`config.mk`:
```
export PLATFORM = sky130hd
export DESIGN_NAME = uinstr_retire_monitor
export DESIGN_NICKNAME = d
export VERILOG_FILES = /design/src/rtl/retire_mon_pkg.sv /design/src/rtl/retire_history_buf.sv /design/src/rtl/uinstr_retire_monitor.sv
export SDC_FILE = /design/constraint.sdc
export NUM_CORES = 2
export LEC_CHECK = 0
export ABC_AREA = 1
export CORE_MARGIN = 3
export CORE_UTILIZATION = 25
export DETAILED_ROUTE_END_ITERATION = 8
export HOLD_SLACK_MARGIN = 0.06
export SYNTH_ARGS = -nofsm -noshare
export SYNTH_HDL_FRONTEND = slang
export SYNTH_SLANG_ARGS = --single-unit
```
`constraint.sdc`:
```
create_clock -name clk -period 3.39 [get_ports clk]
set_input_delay 0.5085 -clock clk [delete_from_list [all_inputs] [get_ports clk]]
set_output_delay 0.5085 -clock clk [all_outputs]
set_load 0.03 [all_outputs]
```
`src/rtl/retire_mon_pkg.sv`:
```
// Shared types and microword field layout for the retire monitor.
// Field positions refer to the 112-bit microword numbered [112:1].
package retire_mon_pkg;

    localparam int OP_W      = 112;
    localparam int SQI_CONT  = 14;
    localparam int MAP_PE    = 0;

    localparam int OP_SQI_HI = 112;
    localparam int OP_SQI_LO = 109;
    localparam int OP_A_HI   = 108;
    localparam int OP_A_LO   = 97;
    localparam int OP_MAP_HI = 96;
    localparam int OP_MAP_LO = 95;

    typedef enum logic [1:0] {
        CK_NONE = 2'd0,
        CK_PASS = 2'd1,
        CK_FAIL = 2'd2,
        CK_END  = 2'd3
    } ckpt_kind_t;

    typedef enum logic [2:0] {
        ST_IDLE    = 3'd0,
        ST_RUN     = 3'd1,
        ST_PASS    = 3'd2,
        ST_FAIL    = 3'd3,
        ST_TIMEOUT = 3'd4
    } mon_state_t;

    // A PASS checkpoint is encoded as a CONT sequencer op with the PE map select.
    function automatic logic is_cont_pe(input logic [OP_W:1] op);
        return (op[OP_SQI_HI:OP_SQI_LO] == 4'(SQI_CONT)) &&
               (op[OP_MAP_HI:OP_MAP_LO] == 2'(MAP_PE));
    endfunction

endpackage

```
`src/rtl/retire_history_buf.sv`:
```
// Eight-entry ring of retired microaddresses with a wrapping write pointer.
// Read index 0 returns the newest entry; the read path is combinational.
module retire_history_buf #(
    parameter int PC_W = 12
) (
    input  logic            clk,
    input  logic            reset_n,
    input  logic            wr_en,
    input  logic [PC_W-1:0] wr_pc,
    input  logic [2:0]      rd_idx,
    output logic [PC_W-1:0] rd_pc
);

    localparam int DEPTH = 8;

    logic [2:0]      wr_ptr_reg;
    logic [PC_W-1:0] ring_reg [DEPTH];
    logic [2:0]      rd_ptr;

    always_ff @(posedge clk or negedge reset_n) begin
        if (!reset_n) begin
            wr_ptr_reg <= 3'd0;
            for (int i = 0; i < DEPTH; i++) begin
                ring_reg[i] <= '0;
            end
        end else if (wr_en) begin
            ring_reg[wr_ptr_reg] <= wr_pc;
            wr_ptr_reg           <= wr_ptr_reg + 3'd1;
        end
    end

    // Newest entry sits just behind the write pointer; 3-bit arithmetic wraps.
    assign rd_ptr = wr_ptr_reg - 3'd1 - rd_idx;
    assign rd_pc  = ring_reg[rd_ptr];

endmodule

```
`src/rtl/uinstr_retire_monitor.sv`:
```
// Execute-stage retire monitor: pipelines fetch words, matches retires against a
// checkpoint table and tracks self-test status. RETIRE_MON_HISTORY_EN adds a retire-PC ring.
module uinstr_retire_monitor
    import retire_mon_pkg::*;
#(
    parameter int NUM_CKPT = 48,
    parameter int LIMIT    = 100000,
    parameter int PC_W     = 12
) (
    input  logic            clk,
    input  logic            reset_n,
    input  logic            f_valid,
    input  logic [PC_W-1:0] f_pc,
    input  logic [112:1]    f_opcode,
    input  logic            x_stall,
    input  logic            flush,
    input  logic            cfg_we,
    input  logic [5:0]      cfg_idx,
    input  logic [1:0]      cfg_kind,
    input  logic [PC_W-1:0] cfg_label,
    input  logic            arm,
    input  logic            clear,
`ifdef RETIRE_MON_HISTORY_EN
    input  logic [2:0]      hist_idx,
    output logic [PC_W-1:0] hist_pc,
`endif
    output logic [PC_W-1:0] pc_x,
    output logic [112:1]    opcode_x,
    output logic            x_valid,
    output logic            retired,
    output logic            pass_hit,
    output logic [5:0]      pass_idx,
    output logic [7:0]      pass_count,
    output logic [31:0]     cycle_count,
    output logic [2:0]      status
);

    logic [PC_W-1:0] pc_x_reg;
    logic [OP_W:1]   opcode_x_reg;
    logic            x_valid_reg;

    mon_state_t      state_reg;
    mon_state_t      state_next;

    ckpt_kind_t      kind_reg  [NUM_CKPT];
    logic [PC_W-1:0] label_reg [NUM_CKPT];

    logic            pass_hit_reg;
    logic            pass_hit_next;
    logic [5:0]      pass_idx_reg;
    logic [5:0]      pass_idx_next;
    logic [7:0]      pass_count_reg;
    logic [7:0]      pass_count_next;
    logic [31:0]     cycle_count_reg;
    logic [31:0]     cycle_count_next;

    logic [NUM_CKPT-1:0] pass_vec;
    logic [NUM_CKPT-1:0] fail_vec;
    logic [NUM_CKPT-1:0] end_vec;
    logic [5:0]          pass_sel;
    logic                op_cont_pe;
    logic [PC_W-1:0]     op_a;
    logic                in_run;
    logic                cfg_ok;
    logic                pass_now;
    logic                fail_now;
    logic                end_now;
    logic                timeout_now;

    // Execute stage: a stall freezes the word but a flush still kills it.
    always_ff @(posedge clk or negedge reset_n) begin
        if (!reset_n) begin
            pc_x_reg     <= '0;
            opcode_x_reg <= '0;
            x_valid_reg  <= 1'b0;
        end else if (!x_stall) begin
            pc_x_reg     <= f_pc;
            opcode_x_reg <= f_opcode;
            x_valid_reg  <= f_valid & ~flush;
        end else if (flush) begin
            x_valid_reg  <= 1'b0;
        end
    end

    assign retired = x_valid_reg & ~x_stall;
    assign in_run  = (state_reg == ST_RUN);
    assign cfg_ok  = cfg_we && (state_reg == ST_IDLE);

    always_ff @(posedge clk or negedge reset_n) begin
        if (!reset_n) begin
            for (int i = 0; i < NUM_CKPT; i++) begin
                kind_reg[i]  <= CK_NONE;
                label_reg[i] <= '0;
            end
        end else begin
            for (int i = 0; i < NUM_CKPT; i++) begin
                if (cfg_ok && (cfg_idx == 6'(i))) begin
                    kind_reg[i]  <= ckpt_kind_t'(cfg_kind);
                    label_reg[i] <= cfg_label;
                end
            end
        end
    end

    assign op_cont_pe = is_cont_pe(opcode_x_reg);
    assign op_a       = PC_W'(opcode_x_reg[OP_A_HI:OP_A_LO]);

    generate
        for (genvar gi = 0; gi < NUM_CKPT; gi++) begin : g_match
            assign pass_vec[gi] = (kind_reg[gi] == CK_PASS) && op_cont_pe &&
                                  (op_a == label_reg[gi]);
            assign fail_vec[gi] = (kind_reg[gi] == CK_FAIL) && (pc_x_reg == label_reg[gi]);
            assign end_vec[gi]  = (kind_reg[gi] == CK_END)  && (pc_x_reg == label_reg[gi]);
        end
    endgenerate

    // Lowest matching PASS index wins.
    always_comb begin
        pass_sel = '0;
        for (int i = NUM_CKPT - 1; i >= 0; i--) begin
            if (pass_vec[i]) begin
                pass_sel = 6'(i);
            end
        end
    end

    assign pass_now    = retired && (|pass_vec);
    assign fail_now    = retired && (|fail_vec);
    assign end_now     = retired && (|end_vec);
    assign timeout_now = (cycle_count_reg == 32'(LIMIT - 1));

    always_ff @(posedge clk or negedge reset_n) begin
        if (!reset_n) begin
            state_reg <= ST_IDLE;
        end else begin
            state_reg <= state_next;
        end
    end

    always_comb begin
        state_next = state_reg;
        if (clear) begin
            state_next = ST_IDLE;
        end else begin
            case (state_reg)
                ST_IDLE: begin
                    if (arm) state_next = ST_RUN;
                end
                ST_RUN: begin
                    if (fail_now)         state_next = ST_FAIL;
                    else if (end_now)     state_next = ST_PASS;
                    else if (timeout_now) state_next = ST_TIMEOUT;
                end
                default: state_next = state_reg;
            endcase
        end
    end

    // A FAIL or TIMEOUT in the same cycle swallows the PASS hit; an END keeps it.
    always_comb begin
        pass_hit_next    = 1'b0;
        pass_idx_next    = pass_idx_reg;
        pass_count_next  = pass_count_reg;
        cycle_count_next = cycle_count_reg;
        status           = state_reg;
        if (clear) begin
            pass_idx_next    = '0;
            pass_count_next  = '0;
            cycle_count_next = '0;
        end else if ((state_reg == ST_IDLE) && arm) begin
            pass_count_next  = '0;
            cycle_count_next = '0;
        end else if (in_run) begin
            if (cycle_count_reg != '1) begin
                cycle_count_next = cycle_count_reg + 32'd1;
            end
            if (pass_now && !fail_now && (end_now || !timeout_now)) begin
                pass_hit_next = 1'b1;
                pass_idx_next = pass_sel;
                if (pass_count_reg != 8'hFF) begin
                    pass_count_next = pass_count_reg + 8'd1;
                end
            end
        end
    end

    always_ff @(posedge clk or negedge reset_n) begin
        if (!reset_n) begin
            pass_hit_reg    <= 1'b0;
            pass_idx_reg    <= '0;
            pass_count_reg  <= '0;
            cycle_count_reg <= '0;
        end else begin
            pass_hit_reg    <= pass_hit_next;
            pass_idx_reg    <= pass_idx_next;
            pass_count_reg  <= pass_count_next;
            cycle_count_reg <= cycle_count_next;
        end
    end

`ifdef RETIRE_MON_HISTORY_EN
    retire_history_buf #(
        .PC_W(PC_W)
    ) u_hist (
        .clk    (clk),
        .reset_n(reset_n),
        .wr_en  (retired && in_run),
        .wr_pc  (pc_x_reg),
        .rd_idx (hist_idx),
        .rd_pc  (hist_pc)
    );
`endif

    assign pc_x        = pc_x_reg;
    assign opcode_x    = opcode_x_reg;
    assign x_valid     = x_valid_reg;
    assign pass_hit    = pass_hit_reg;
    assign pass_idx    = pass_idx_reg;
    assign pass_count  = pass_count_reg;
    assign cycle_count = cycle_count_reg;

endmodule
```
# Word level (Yosys, flattened, before mapping)
# Cells that the tools add are included.
dict set report totals {
  reg_bits 847
  in_bits 152
  out_inout_bits 176
  elab_cells 747
}
dict set report op_classes {
  n_addsub 2
  n_eq_ne 296
  muxes 73
  n_bitwise 4
  reduce_logical 268
}
# operator count
set op_table {}
lappend op_table {{$eq A12 B12 Y1} 96}
lappend op_table {{$mux W6} 52}
lappend op_table {{$logic_and A1 B1 Y1} 248}
lappend op_table {{$eq A2 B2 Y1 const B} 96}
lappend op_table {{$reduce_or A48 Y1} 3}
lappend op_table {{$mux W32} 4}
lappend op_table {{$eq A2 B1 Y1 const B} 48}
lappend op_table {{$eq A6 B5 Y1 const B} 16}
lappend op_table {{$eq A6 B6 Y1 const B} 16}
lappend op_table {{$eq A6 B4 Y1 const B} 8}
lappend op_table {{$mux W8} 5}
lappend op_table {{$add A32 B1 Y32 const B} 1}
lappend op_table {{$eq A32 B17 Y1 const B} 1}
lappend op_table {{$ne A32 B32 Y1 const B} 1}
lappend op_table {{$eq A6 B3 Y1 const B} 4}
lappend op_table {{$mux W3} 5}
lappend op_table {{$reduce_bool A3 Y1} 5}
lappend op_table {{$eq A6 B2 Y1 const B} 2}
lappend op_table {{$reduce_and A3 Y1} 3}
lappend op_table {{$add A8 B1 Y8 const B} 1}
lappend op_table {{$ne A8 B8 Y1 const B} 1}
lappend op_table {{$eq A6 B1 Y1 const B} 1}
lappend op_table {{$logic_not A6 Y1} 1}
lappend op_table {{$mux W1} 6}
lappend op_table {{15 further kinds} 19}

# Logic depth before layout (Yosys ltp)
dict set report depth {
  ltp_word 56
  depth_mapped 56
  mapped_depth_nobuf 55
}

# Least setup slack after synthesis
# No wires, ideal clock.
dict set report synth_path {
  kind {flip-flop to flip-flop}
  startpoint {register opcode_x_reg, in the netlist opcode_x[100]}
  endpoint {register pass_count_reg[7], in the netlist pass_count[7]}
  setup_ns 0.124
  arrival_time_ns 3.386
  required_ns 3.266
  path_slack_ns -0.120
  stages_incl_launch_ff 23
  path_buffers 4
  synth_period_minus_slack_ns 3.510
  cell_sequence {dfrtp_1 buf_4 inv_4 buf_6 buf_6 buf_2 a221oi_2 nand4_1 or4_1 nand2_1 nor2_1 nand2_1 nor2_1 a311oi_4 nand2_4 inv_2 o31ai_2 nand2_2 inv_2 nor4_4 nand4_2 o21ai_1 a21oi_1}
}
dict set report synth_via {
  elab_chain_cells 8
  elab_cells_between_ends 102
  classes_between {eq/ne: 48; reduce/logical: 54}
}
# element line_no
set synth_lines {}
lappend synth_lines {{start: declaration} uinstr_retire_monitor.sv:39} ;# logic [OP_W:1] opcode_x_reg;
lappend synth_lines {{start signal: assignment} uinstr_retire_monitor.sv:78} ;# opcode_x_reg <= f_opcode;
lappend synth_lines {{$eq A12 B12 Y1} uinstr_retire_monitor.sv:111} ;# (op_a == label_reg[gi]);
lappend synth_lines {{$logic_and A1 B1 Y1} uinstr_retire_monitor.sv:110} ;# assign pass_vec[gi] = (kind_reg[gi] == CK_PASS) && op_cont_pe &&
lappend synth_lines {{$reduce_or A48 Y1 (*)} uinstr_retire_monitor.sv:127} ;# assign pass_now = retired && (|pass_vec);
lappend synth_lines {{$logic_and A1 B1 Y1 (*)} uinstr_retire_monitor.sv:127}
lappend synth_lines {{$logic_and A1 B1 Y1 (*) (2 in a row)} uinstr_retire_monitor.sv:177} ;# if (pass_now && !fail_now && (end_now || !timeout_now)) begin
lappend synth_lines {{$reduce_bool A3 Y1 (no source line) (*)} -}
lappend synth_lines {{$reduce_and A3 Y1 (no source line) (*)} -}
lappend synth_lines {{end signal: assignment} uinstr_retire_monitor.sv:196} ;# pass_count_reg <= pass_count_next;
lappend synth_lines {{end: declaration} uinstr_retire_monitor.sv:52} ;# logic [7:0] pass_count_reg;
# Mark *: on every way between the ends. The rest lies on a longest branch, timed or not.
# A chain may end at the register's enable or synchronous reset.

# Worst setup path after layout
dict set report layout_path {
  startpoint {register opcode_x_reg, in the netlist opcode_x[104]}
  endpoint {register pass_idx_reg[0], in the netlist pass_idx[0]}
}
dict set report layout_via {
  elab_chain_cells 54
  elab_cells_between_ends 154
  classes_between {eq/ne: 48; mux: 52; reduce/logical: 54}
}
# element line_no
set layout_lines {}
lappend layout_lines {{$eq A12 B12 Y1} uinstr_retire_monitor.sv:111}
lappend layout_lines {{$logic_and A1 B1 Y1} uinstr_retire_monitor.sv:110}
lappend layout_lines {{$mux W6 (48 in a row)} uinstr_retire_monitor.sv:121} ;# if (pass_vec[i]) begin
lappend layout_lines {{$mux W6} uinstr_retire_monitor.sv:177}
lappend layout_lines {{$mux W6} uinstr_retire_monitor.sv:173} ;# end else if (in_run) begin
lappend layout_lines {{$mux W6} uinstr_retire_monitor.sv:170} ;# end else if ((state_reg == ST_IDLE) && arm) begin
lappend layout_lines {{$mux W6} uinstr_retire_monitor.sv:166} ;# if (clear) begin
lappend layout_lines {{end signal: assignment} uinstr_retire_monitor.sv:195} ;# pass_idx_reg <= pass_idx_next;
lappend layout_lines {{end: declaration} uinstr_retire_monitor.sv:50} ;# logic [5:0] pass_idx_reg;
# Several ways; a longest one is shown, not always the timed one. The select of a mux whose other input is x is not followed.

==> impl_metrics.ini <==
[critical_path]
cpMostUsedCell = nand2_1
arrival_ps = 4760
crit_slowest_cell = dfrtp_2
cpPeakStageDelay_ps = 510
cp_top_family = simple AND/OR/NAND/NOR gates
crit_required_ps = 4030
cp_num_buf_inv = 1
path_max_fanout = 6
critical_path_class = reg2reg
start_kind = register
worstSetupEndpointType = register

[status]
outcome = finished, violations left
failed_checks = setup timing

[timing]
setup_viol = 15
rsz0062_at_grt = yes
slew_viol_final = 0
worst_pin_slew_ps = 958
setup_tns_ps = -4310
setup_ws_ps = -733
hold_viol = 0
min_period_over_period = 1.22
whs_ps = 107
slew_headroom = 0.360
clock_skew_ps = 23.7
fmax_mhz = 243
period_needed_ps = 4120

[logic_synthesis]
netlist_top_cells_area = dfrtp_1 46%, nand2_1 12%, o21ai_0 9.1%
synth_area_per_cell_sq_um = 8.14
synth_seq_cells = 847
synth.cell_area_sq_um = 46300
netlist.area_leader.share = 0.458
synth-main-ff-cell = dfrtp_1
ys_seq_area_frac = 0.458
synth_nets = 5838
yosys.cell_types.count = 66
synth_edf_count = 0
synth_common_cells = 1457 x nand2_1, 847 x dfrtp_1, 846 x o21ai_0
netlist_instances = 5684
async_flop_share = 1.00
yosys_warnings = 0
yosysMostFrequentCell = nand2_1
synth_top_area_cell = dfrtp_1

[clocking]
root_buffer = clkbuf_16
cts.sinks = 847
clock_path_buffers = 3
htreeDepth = 3
clkLatencyLatePin_ps = 750
path_clk_slew_ps = 60
numCtsBuffers = 102
cts_tree = done

[placement]
dp_hpwl_um = 167000
portBuffers = 327
place_congestion = 1.04

[cells_and_area]
final_nets = 6903
drive_gt1_frac = 0.211
largest_reg_flops = 576
area_growth_pct = 38.9

[die]
io_pins = 328
core_area_sq_um = 183000
fp.dieArea_sq_um = 190000
die_h_um = 436
num_rows = 157
die_x_um = 436
start_util = 0.252

[power]
ir_drop_mv = 0.398
powerDensity_nw_per_um2 = 551
p_total_uw = 35400
p_leak_uw = 0.0282

[detailed_routing]
avgRoutedWirePerCell_um = 25.6
num_vias = 49881
initialDrtViolationCount = 6818
ant_nets = 0
drt_first_pass_iters = 7
routed_wirelength_um = 238000
avgViaCountPerCell = 5.36
drc = 0

[global_routing]
grt-ovfl-total = 0
grt_pass1_vias = 47577
antenna_found_initial = 11
grt_util_all_layers = 0.241
grt_max_degree = 133
grt_pass1_wl_um = 340000

[hold_path]
hp-class = in2reg

[flow_run]
max-cap-violations = 0
[placed cells by master, fill, tap and decap left out, drive strengths merged, types with 9 or more instances in the layout]
master | netlist | routed
clkinv | 2 | 26
inv | 344 | 349
diode | 0 | 9
dfrtp | 847 | 847
nand3 | 82 | 82
nor2 | 218 | 218
or2 | 21 | 21
a211oi | 53 | 53
nor3 | 45 | 45
a2111oi | 19 | 19
bufinv | 0 | 9
nand2 | 1463 | 1463
buf | 169 | 1030
nor4 | 115 | 115
xor2 | 211 | 211
o22ai | 326 | 326
xnor2 | 212 | 212
clkdlybuf4s50 | 0 | 325
a22o | 17 | 17
o21ai | 862 | 862
o2111ai | 29 | 29
a21oi | 103 | 103
clkbuf | 228 | 149
nand4 | 138 | 138
or4 | 10 | 10
a221oi | 115 | 115
[through the flow]
stage | cells | worst slack (ps) | area, sq um | util
after global placement | 9050 | -916 | 59100 | 0.322
after CTS | 9283 | -591 | 63700 | 0.347
after detailed placement | 9050 | -783 | 59100 | 0.322
final | 9307 | -733 | 64300 | 0.350
after global routing | 9300 | -1100 | 64300 | 0.350
after floorplan | 5684 | -22.3 | 46300 | -
[metal layers]
| metal | vias to the layer above | wire, um | global-route usage |
|---|---|---|---|
| li1 | 21763 | - | - |
| met1 | 24096 | 91800 | 0.305 |
| met3 | 803 | 26000 | 0.0591 |
| met5 | - | 53 | 0 |
| met2 | 3213 | 104000 | 0.372 |
| met4 | 6 | 16000 | 0.143 |
[path summary, 6_finish.rpt]
path	end	slack (ps)	from	cells past startpoint
worst max-delay path	pass_idx[0]	-730	opcode_x[104]	49
worst min-delay path	opcode_x[19]	110	x_stall	3
max in group asynchronous	label_reg[438]	1850	reset_n	4
worst min register to register	opcode_x[78]	480	opcode_x[78]	2
worst max register to register	pass_idx[0]	-730	opcode_x[104]	49
min in group asynchronous	cycle_count[13]	290	reset_n	2
[area by class of cell]
cell class / count / area, sq um
timing repair inverter: 1 / 3.75
multi-input combinational: 4094 / 22800
clock buffer: 149 / 3030
sequential: 847 / 21200
inverter: 346 / 1360
fill: 19008 / 119000
antenna: 9 / 22.5
clock inverter: 40 / 457
timing repair buffer: 1357 / 12300
tap: 2464 / 3080
[power by group]
part	leakage (uW)	internal, uW	switching (uW)
clock	0.00174	6870	4730
sequential	0.0112	11600	1650
combinational	0.0153	4650	5900
total	0.0282	23200	12300
[cell families (layout without fill, tap and decap cells)]
family,after synthesis,after routing,synth area share
multiplexers,2,2,0.000486
XOR/XNOR,423,423,0.0800
buffers and inverters,743,1893,0.0681
AND/OR/NAND/NOR,2100,2100,0.192
flip-flops,847,847,0.458
other,0,9,0
AO/OA/AOI/OAI,1567,1567,0.201
adder cells (fa/ha/maj),2,2,0.000540
[what timing repair did]
item                                    CTS  global route
pin swaps                                14            21
endpoints found under the hold margin    45             0
buffers inserted                         42            27
hold buffers                              1             0
cloned                                    3             0
gates resized for setup                 150           108
endpoints found under the setup margin   18            18
[worst register-to-register path, delay by kind of cell (launching register included)]
family | cells | cell delay [ps]
simple gates | 47 | 3160
flops | 1 | 510
buf+inv | 1 | 180
xor+xnor | 1 | 180
No activity file was read; power rests on OpenSTA's default activity.
